### src/rtl/twiddle_w8_sched_pkg.sv
// rtl/twiddle_w8_sched_pkg.sv - shared constants for the odd-twiddle rotation scheduler
package twiddle_w8_sched_pkg;

  // Twiddle select codes carried on req_k
  localparam logic TW_W1 = 1'b0;
  localparam logic TW_W3 = 1'b1;

  // Requester id width on out_id; covers up to four requesters
  localparam int ID_W     = 2;
  localparam int NREQ_MAX = 4;

  // Fixed-point 1/sqrt(2) as 181/256
  localparam int ISQ2_MUL   = 181;
  localparam int ISQ2_SHIFT = 8;

endpackage

### src/rtl/adder_sqrt_2.sv
// rtl/adder_sqrt_2.sv - combinational (a+b)/sqrt2 and (a-b)/sqrt2 at W bits
module adder_sqrt_2 import twiddle_w8_sched_pkg::*; #(
  parameter int N = 3
) (
  input  logic [2**N-1:0] in_1,
  input  logic [2**N-1:0] in_2,
  output logic [2**N-1:0] sum_o,
  output logic [2**N-1:0] diff_o
);

  localparam int W  = 2**N;
  localparam int PW = W + ISQ2_SHIFT + 1;

  // Multiply a sign-extended operand by 181 and floor-divide by 256
  function automatic logic [W-1:0] div_sqrt_2(input logic [W-1:0] x);
    logic [PW-1:0] xe;
    logic [PW-1:0] p;
    xe = {{(PW-W){x[W-1]}}, x};
    p  = xe * PW'(ISQ2_MUL);
    return p[W+ISQ2_SHIFT-1:ISQ2_SHIFT];
  endfunction

  logic [W-1:0] sum_w;
  logic [W-1:0] diff_w;

  // Sums wrap at W bits before scaling
  always_comb begin
    sum_w  = in_1 + in_2;
    diff_w = in_1 - in_2;
    sum_o  = div_sqrt_2(sum_w);
    diff_o = div_sqrt_2(diff_w);
  end

endmodule

### src/rtl/twiddle_w8_sched_arb.sv
// rtl/twiddle_w8_sched_arb.sv - round-robin arbiter, search starts at the pointer
module rr_arbiter import twiddle_w8_sched_pkg::*; #(
  parameter int NREQ = 2
) (
  input  logic [NREQ-1:0] req_i,
  input  logic [ID_W-1:0] ptr_i,
  input  logic            en_i,
  output logic [NREQ-1:0] grant_o,
  output logic [ID_W-1:0] id_o,
  output logic            win_o
);

  // First requesting index at or after the pointer, wrapping once
  always_comb begin
    int  idx;
    logic found;
    grant_o = '0;
    id_o    = '0;
    win_o   = 1'b0;
    found   = 1'b0;
    idx     = 0;
    for (int i = 0; i < NREQ; i++) begin
      idx = int'(ptr_i) + i;
      if (idx >= NREQ) idx = idx - NREQ;
      if (en_i && !found && req_i[idx]) begin
        found        = 1'b1;
        grant_o[idx] = 1'b1;
        id_o         = ID_W'(idx);
      end
    end
    win_o = found;
  end

endmodule

### src/rtl/twiddle_w8_sched.sv
// rtl/twiddle_w8_sched.sv - shared W8^1/W8^3 rotator with round-robin requesters; TWIDDLE_SCHED_SAT_EN saturates negation
module twiddle_w8_sched import twiddle_w8_sched_pkg::*; #(
  parameter int N    = 3,
  parameter int NREQ = 2
) (
  input  logic                   clk,
  input  logic                   rst_n,
  input  logic [NREQ-1:0]        req_valid,
  output logic [NREQ-1:0]        req_ready,
  input  logic [NREQ*(2**N)-1:0] req_re,
  input  logic [NREQ*(2**N)-1:0] req_im,
  input  logic [NREQ-1:0]        req_k,
  output logic                   out_valid,
  input  logic                   out_ready,
  output logic [2**N-1:0]        out_re,
  output logic [2**N-1:0]        out_im,
  output logic [ID_W-1:0]        out_id
);

  localparam int W = 2**N;

  // Two's complement negation; the most negative code saturates when enabled
  function automatic logic [W-1:0] neg(input logic [W-1:0] x);
`ifdef TWIDDLE_SCHED_SAT_EN
    if (x == {1'b1, {(W-1){1'b0}}}) return {1'b0, {(W-1){1'b1}}};
`endif
    return -x;
  endfunction

  logic            out_valid_q, out_valid_d;
  logic [W-1:0]    out_re_q, out_re_d;
  logic [W-1:0]    out_im_q, out_im_d;
  logic [ID_W-1:0] out_id_q, out_id_d;
  logic [ID_W-1:0] ptr_q, ptr_d;

  logic            free_w;
  logic            arb_en_w;
  logic [NREQ-1:0] grant_w;
  logic [ID_W-1:0] win_id_w;
  logic            win_w;
  logic [W-1:0]    op_re_w, op_im_w;
  logic            op_k_w;
  logic [W-1:0]    a_w, s_w;

  // Slot accepts when empty or being drained; reset also masks the grant
  assign free_w   = !out_valid_q || out_ready;
  assign arb_en_w = free_w && rst_n;

  rr_arbiter #(.NREQ(NREQ)) u_arb (
    .req_i   (req_valid),
    .ptr_i   (ptr_q),
    .en_i    (arb_en_w),
    .grant_o (grant_w),
    .id_o    (win_id_w),
    .win_o   (win_w)
  );

  assign req_ready = grant_w;

  // Operand mux steered by the one-hot grant
  always_comb begin
    op_re_w = '0;
    op_im_w = '0;
    op_k_w  = TW_W1;
    for (int i = 0; i < NREQ; i++) begin
      if (grant_w[i]) begin
        op_re_w = req_re[i*W +: W];
        op_im_w = req_im[i*W +: W];
        op_k_w  = req_k[i];
      end
    end
  end

  adder_sqrt_2 #(.N(N)) u_add (
    .in_1   (op_re_w),
    .in_2   (op_im_w),
    .sum_o  (a_w),
    .diff_o (s_w)
  );

  // Next-state for the result slot and round-robin pointer
  always_comb begin
    out_valid_d = out_valid_q;
    out_re_d    = out_re_q;
    out_im_d    = out_im_q;
    out_id_d    = out_id_q;
    ptr_d       = ptr_q;
    if (win_w) begin
      out_valid_d = 1'b1;
      out_id_d    = win_id_w;
      if (op_k_w == TW_W1) begin
        out_re_d = a_w;
        out_im_d = neg(s_w);
      end else begin
        out_re_d = neg(s_w);
        out_im_d = neg(a_w);
      end
      ptr_d = (win_id_w == ID_W'(NREQ-1)) ? '0 : win_id_w + 1'b1;
    end else if (out_ready) begin
      out_valid_d = 1'b0;
    end
  end

  // State registers; reset drops any in-flight result
  always_ff @(posedge clk or negedge rst_n) begin
    if (!rst_n) begin
      out_valid_q <= 1'b0;
      out_re_q    <= '0;
      out_im_q    <= '0;
      out_id_q    <= '0;
      ptr_q       <= '0;
    end else begin
      out_valid_q <= out_valid_d;
      out_re_q    <= out_re_d;
      out_im_q    <= out_im_d;
      out_id_q    <= out_id_d;
      ptr_q       <= ptr_d;
    end
  end

  assign out_valid = out_valid_q;
  assign out_re    = out_re_q;
  assign out_im    = out_im_q;
  assign out_id    = out_id_q;

endmodule

### config.mk
export PLATFORM = sky130hd
export DESIGN_NAME = twiddle_w8_sched
export DESIGN_NICKNAME = d
export VERILOG_FILES = /design/src/rtl/twiddle_w8_sched_pkg.sv /design/src/rtl/adder_sqrt_2.sv /design/src/rtl/twiddle_w8_sched_arb.sv /design/src/rtl/twiddle_w8_sched.sv
export SDC_FILE = /design/constraint.sdc
export NUM_CORES = 1
export LEC_CHECK = 0
export ABC_AREA = 1
export CORE_ASPECT_RATIO = 0.6
export CORE_MARGIN = 3
export CORE_UTILIZATION = 57
export DETAILED_ROUTE_END_ITERATION = 10
export PLACE_DENSITY_LB_ADDON = 0.25
export SETUP_SLACK_MARGIN = 0.2
export SLEW_MARGIN = 20
export SYNTH_ARGS = -nofsm -noshare
export SYNTH_HDL_FRONTEND = slang
export SYNTH_SLANG_ARGS = --single-unit
### constraint.sdc
create_clock -name clk -period 13.25 [get_ports clk]
set_input_delay 1.325 -clock clk [delete_from_list [all_inputs] [get_ports clk]]
set_output_delay 1.325 -clock clk [all_outputs]
set_load 0.01 [all_outputs]
==> flow_summary_export.csv <==
group,metric,value,unit
grt,grt_pass1_wl,20970,µm
critical_path,slowest_delay,0.68,ns
clock_tree,cts.sinks,21,
floorplanning,die_height,77.53,µm
final_layout,antenna_cells,0,
logic_synthesis,synth_edf_count,0,
min_path,hold_path_class,"reg2reg",
grt,antenna_found_initial,0,
timing,period_needed,8.295,ns
run,cap_violations,0,
floorplanning,dieArea,9708,µm²
critical_path,endpoint_kind,"flop",
timing,fin_tns_setup,0,ns
grt,grt_max_degree,24,
critical_path,cpMaxStageDelayCell,"nor3_4",
final_layout,utilization,69.40,%
final_layout,area_growth,15.21,%
critical_path,r2r-start,"out_valid",
final_layout,drive_gt1_share,5.921,%
clock_tree,cts-hold-fix-buffers,0,
critical_path,cp.arrival,8.44,ns
timing,hold_violations,0,
logic_synthesis,synthesis.nets,861,
clock_tree,cts_buffer_depth,2,
logic_synthesis,synth-seq-area-share,10.81,%
clock_tree,cts.clk_slew.worst_paths,0.06,ns
drt,vias,4694,
final_layout,fin_area,5600,µm²
drt,final_antenna_net_count,0,
logic_synthesis,syn_avg_cell_area,6.875,µm²
logic_synthesis,synthesis.area,4861,µm²
clock_tree,clock-root-buffer,"clkbuf_16",
drt,drtPass1Iterations,7,
min_path,hold_start,"out_re[5]",
final_layout,instances_no_fill,868,
critical_path,crit_type,"in2reg",
timing,rsz0062_at_grt,"false",
logic_synthesis,synth-seq-cells,21,
logic_synthesis,post-synth-top-area-cell,"ha_1",
clock_tree,cts_tree,"yes",
drt,routed_wl,12010,µm
critical_path,path_max_fanout,23,
timing,min_period_over_period,62.60,%
logic_synthesis,synth_cell_types,38,
placed_design,portBuffers,59,
timing,skew,0.006118,ns
drt,drt_iter0_markers,346,
timing,worstMarginPinSlew,0.8738,ns
floorplanning,core_area,8070,µm²
floorplanning,start_util,60.23,%
critical_path,crit_start,"rst_n",
logic_synthesis,synthFlopType,"dfrtp_1",
timing,slew_violations,0,
floorplanning,ios,60,
logic_synthesis,synth_top_area_share,22.91,%
floorplanning,rows,25,
critical_path,r2r_slack,6.35,ns
final_layout,layout.nets,915,
placed_design,place_area,5520,µm²
grt,grt_pass1_vias,4515,
clock_tree,cts_setup_buffers,0,
critical_path,worst-path-buf-inv,10,
timing,slew_headroom,41.56,%
placed_design,placedCellCount,864,
logic_synthesis,synth_cells,707,
critical_path,path_delay_family,"simple AND/OR/NAND/NOR gates",
final_layout,final_cell_mix,"178 x nand2_1, 144 x inv_1, 89 x ha_1",
final_layout,fillCellCount,710,
clock_tree,post_cts_resized,0,
drt,via_per_inst,5.408,
drt,wl_per_cell,13.84,µm
grt,gr-total-overflow,0,
clock_tree,clock_latency,0.25,ns
floorplanning,die_w,125.2,µm
timing,setup_viol,0,
placed_design,hpwlAfterDp,10220,µm
timing,max_freq,0.1206,GHz
clock_tree,cts_buffers,3,
critical_path,start_kind,"primary input",
critical_path,worst_path_most_repeated_cell,"nand2_1",
critical_path,required,13.39,ns
clock_tree,htreeDepth,1,
logic_synthesis,async_flop_share,100.0,%
logic_synthesis,yosysWarnings,0,
placed_design,place.gp.congestion,0.9138,
outcome,status,"finished clean",
grt,track_usage,25.41,%
logic_synthesis,netlist_top_cells_area,"ha_1 23%, nand2_1 14%, inv_1 11%, dfrtp_1 11%, fa_1 11%",
final_layout,layout_commonest_cell,"nand2_1",
drt,drc,0,
worst reg2reg max path: cells and delay by family, from the launching register on:
family	cells	cell delay, ns
compound gates	2	0.30
buf+inv	8	0.72
simple gates	21	2.78
fa+ha+maj	7	2.62
flops	1	0.38
synthesized netlist by cell type (2+ instances only):
| master | instances |
|---|---|
| xor2_1 | 16 |
| o21bai_1 | 3 |
| clkbuf_1 | 3 |
| a31oi_1 | 2 |
| buf_2 | 3 |
| nand4_1 | 13 |
| or2_2 | 2 |
| o21ai_1 | 3 |
| nor2_2 | 5 |
| dfrtp_1 | 21 |
| o21ai_0 | 16 |
| a21o_1 | 4 |
| fa_1 | 26 |
| inv_2 | 2 |
| a21boi_0 | 8 |
| buf_4 | 3 |
| nand3b_1 | 6 |
| nor2_1 | 34 |
| a21oi_1 | 30 |
| nor2_4 | 2 |
| nand2_1 | 178 |
| inv_1 | 144 |
| nor3_1 | 4 |
| ha_1 | 89 |
| nand3_1 | 47 |
| a22o_1 | 8 |
| nand2_2 | 24 |
cell families after synthesis:
group | Yosys count | share of synthesized area, %
flops | 21 | 10.81
fa+ha+maj | 115 | 33.62
compound gates | 77 | 9.807
simple gates | 318 | 29.34
xor+xnor | 18 | 3.552
buf+inv | 158 | 12.87
sequential cells by signal, indices dropped and copies added, names as in the netlist, named ones only:
signal / count
out_valid: 1
ptr_q: 1
out_id: 2
out_re: 8
out_im: 8
stage by stage:
stage / worst slack [ns] / hold slack (ns)
6_report: 4.955 / 0.4781
5_1_grt: 4.396 / 0.4995
4_1_cts: 5.013 / 0.4815
3_5_place_dp: 4.868 / 0.4665
3_3_place_gp: 5.011 / 0.4650
2_1_floorplan: 6.288 / 0.4730
final timing paths:
path	endpoint	cells after the start
setup / recovery	out_im[6]	39
hold / removal	out_re[5]	2
setup reg to reg	out_im[6]	38
hold reg to reg	out_re[5]	2
max in group asynchronous	out_im[4]	2
min in group asynchronous	out_re[0]	2
layout make-up:
type | count | area (µm²) | share of cell area [%]
repair buffers | 60 | 598.1 | 10.68
inverters | 147 | 551.8 | 9.853
clock buffers | 3 | 75.07 | 1.340
well taps | 108 | 135.1 | 2.413
clock inverters | 1 | 5.005 | 0.08937
flip-flops and latches | 21 | 525.5 | 9.383
multi-input cells | 528 | 3710 | 66.24
metal layers:
metal	global-route usage [%]	share of wire (%)	vias up
met2	41.43	44	193
met3	3.439	7.1	6
met4	2.381	0.46	0
met5	0	0	-
met1	37.37	48	2158
li1	-	-	2337
Power is not shown: default switching activity piles up to over one toggle a cycle in this logic, so the estimate is an artifact.
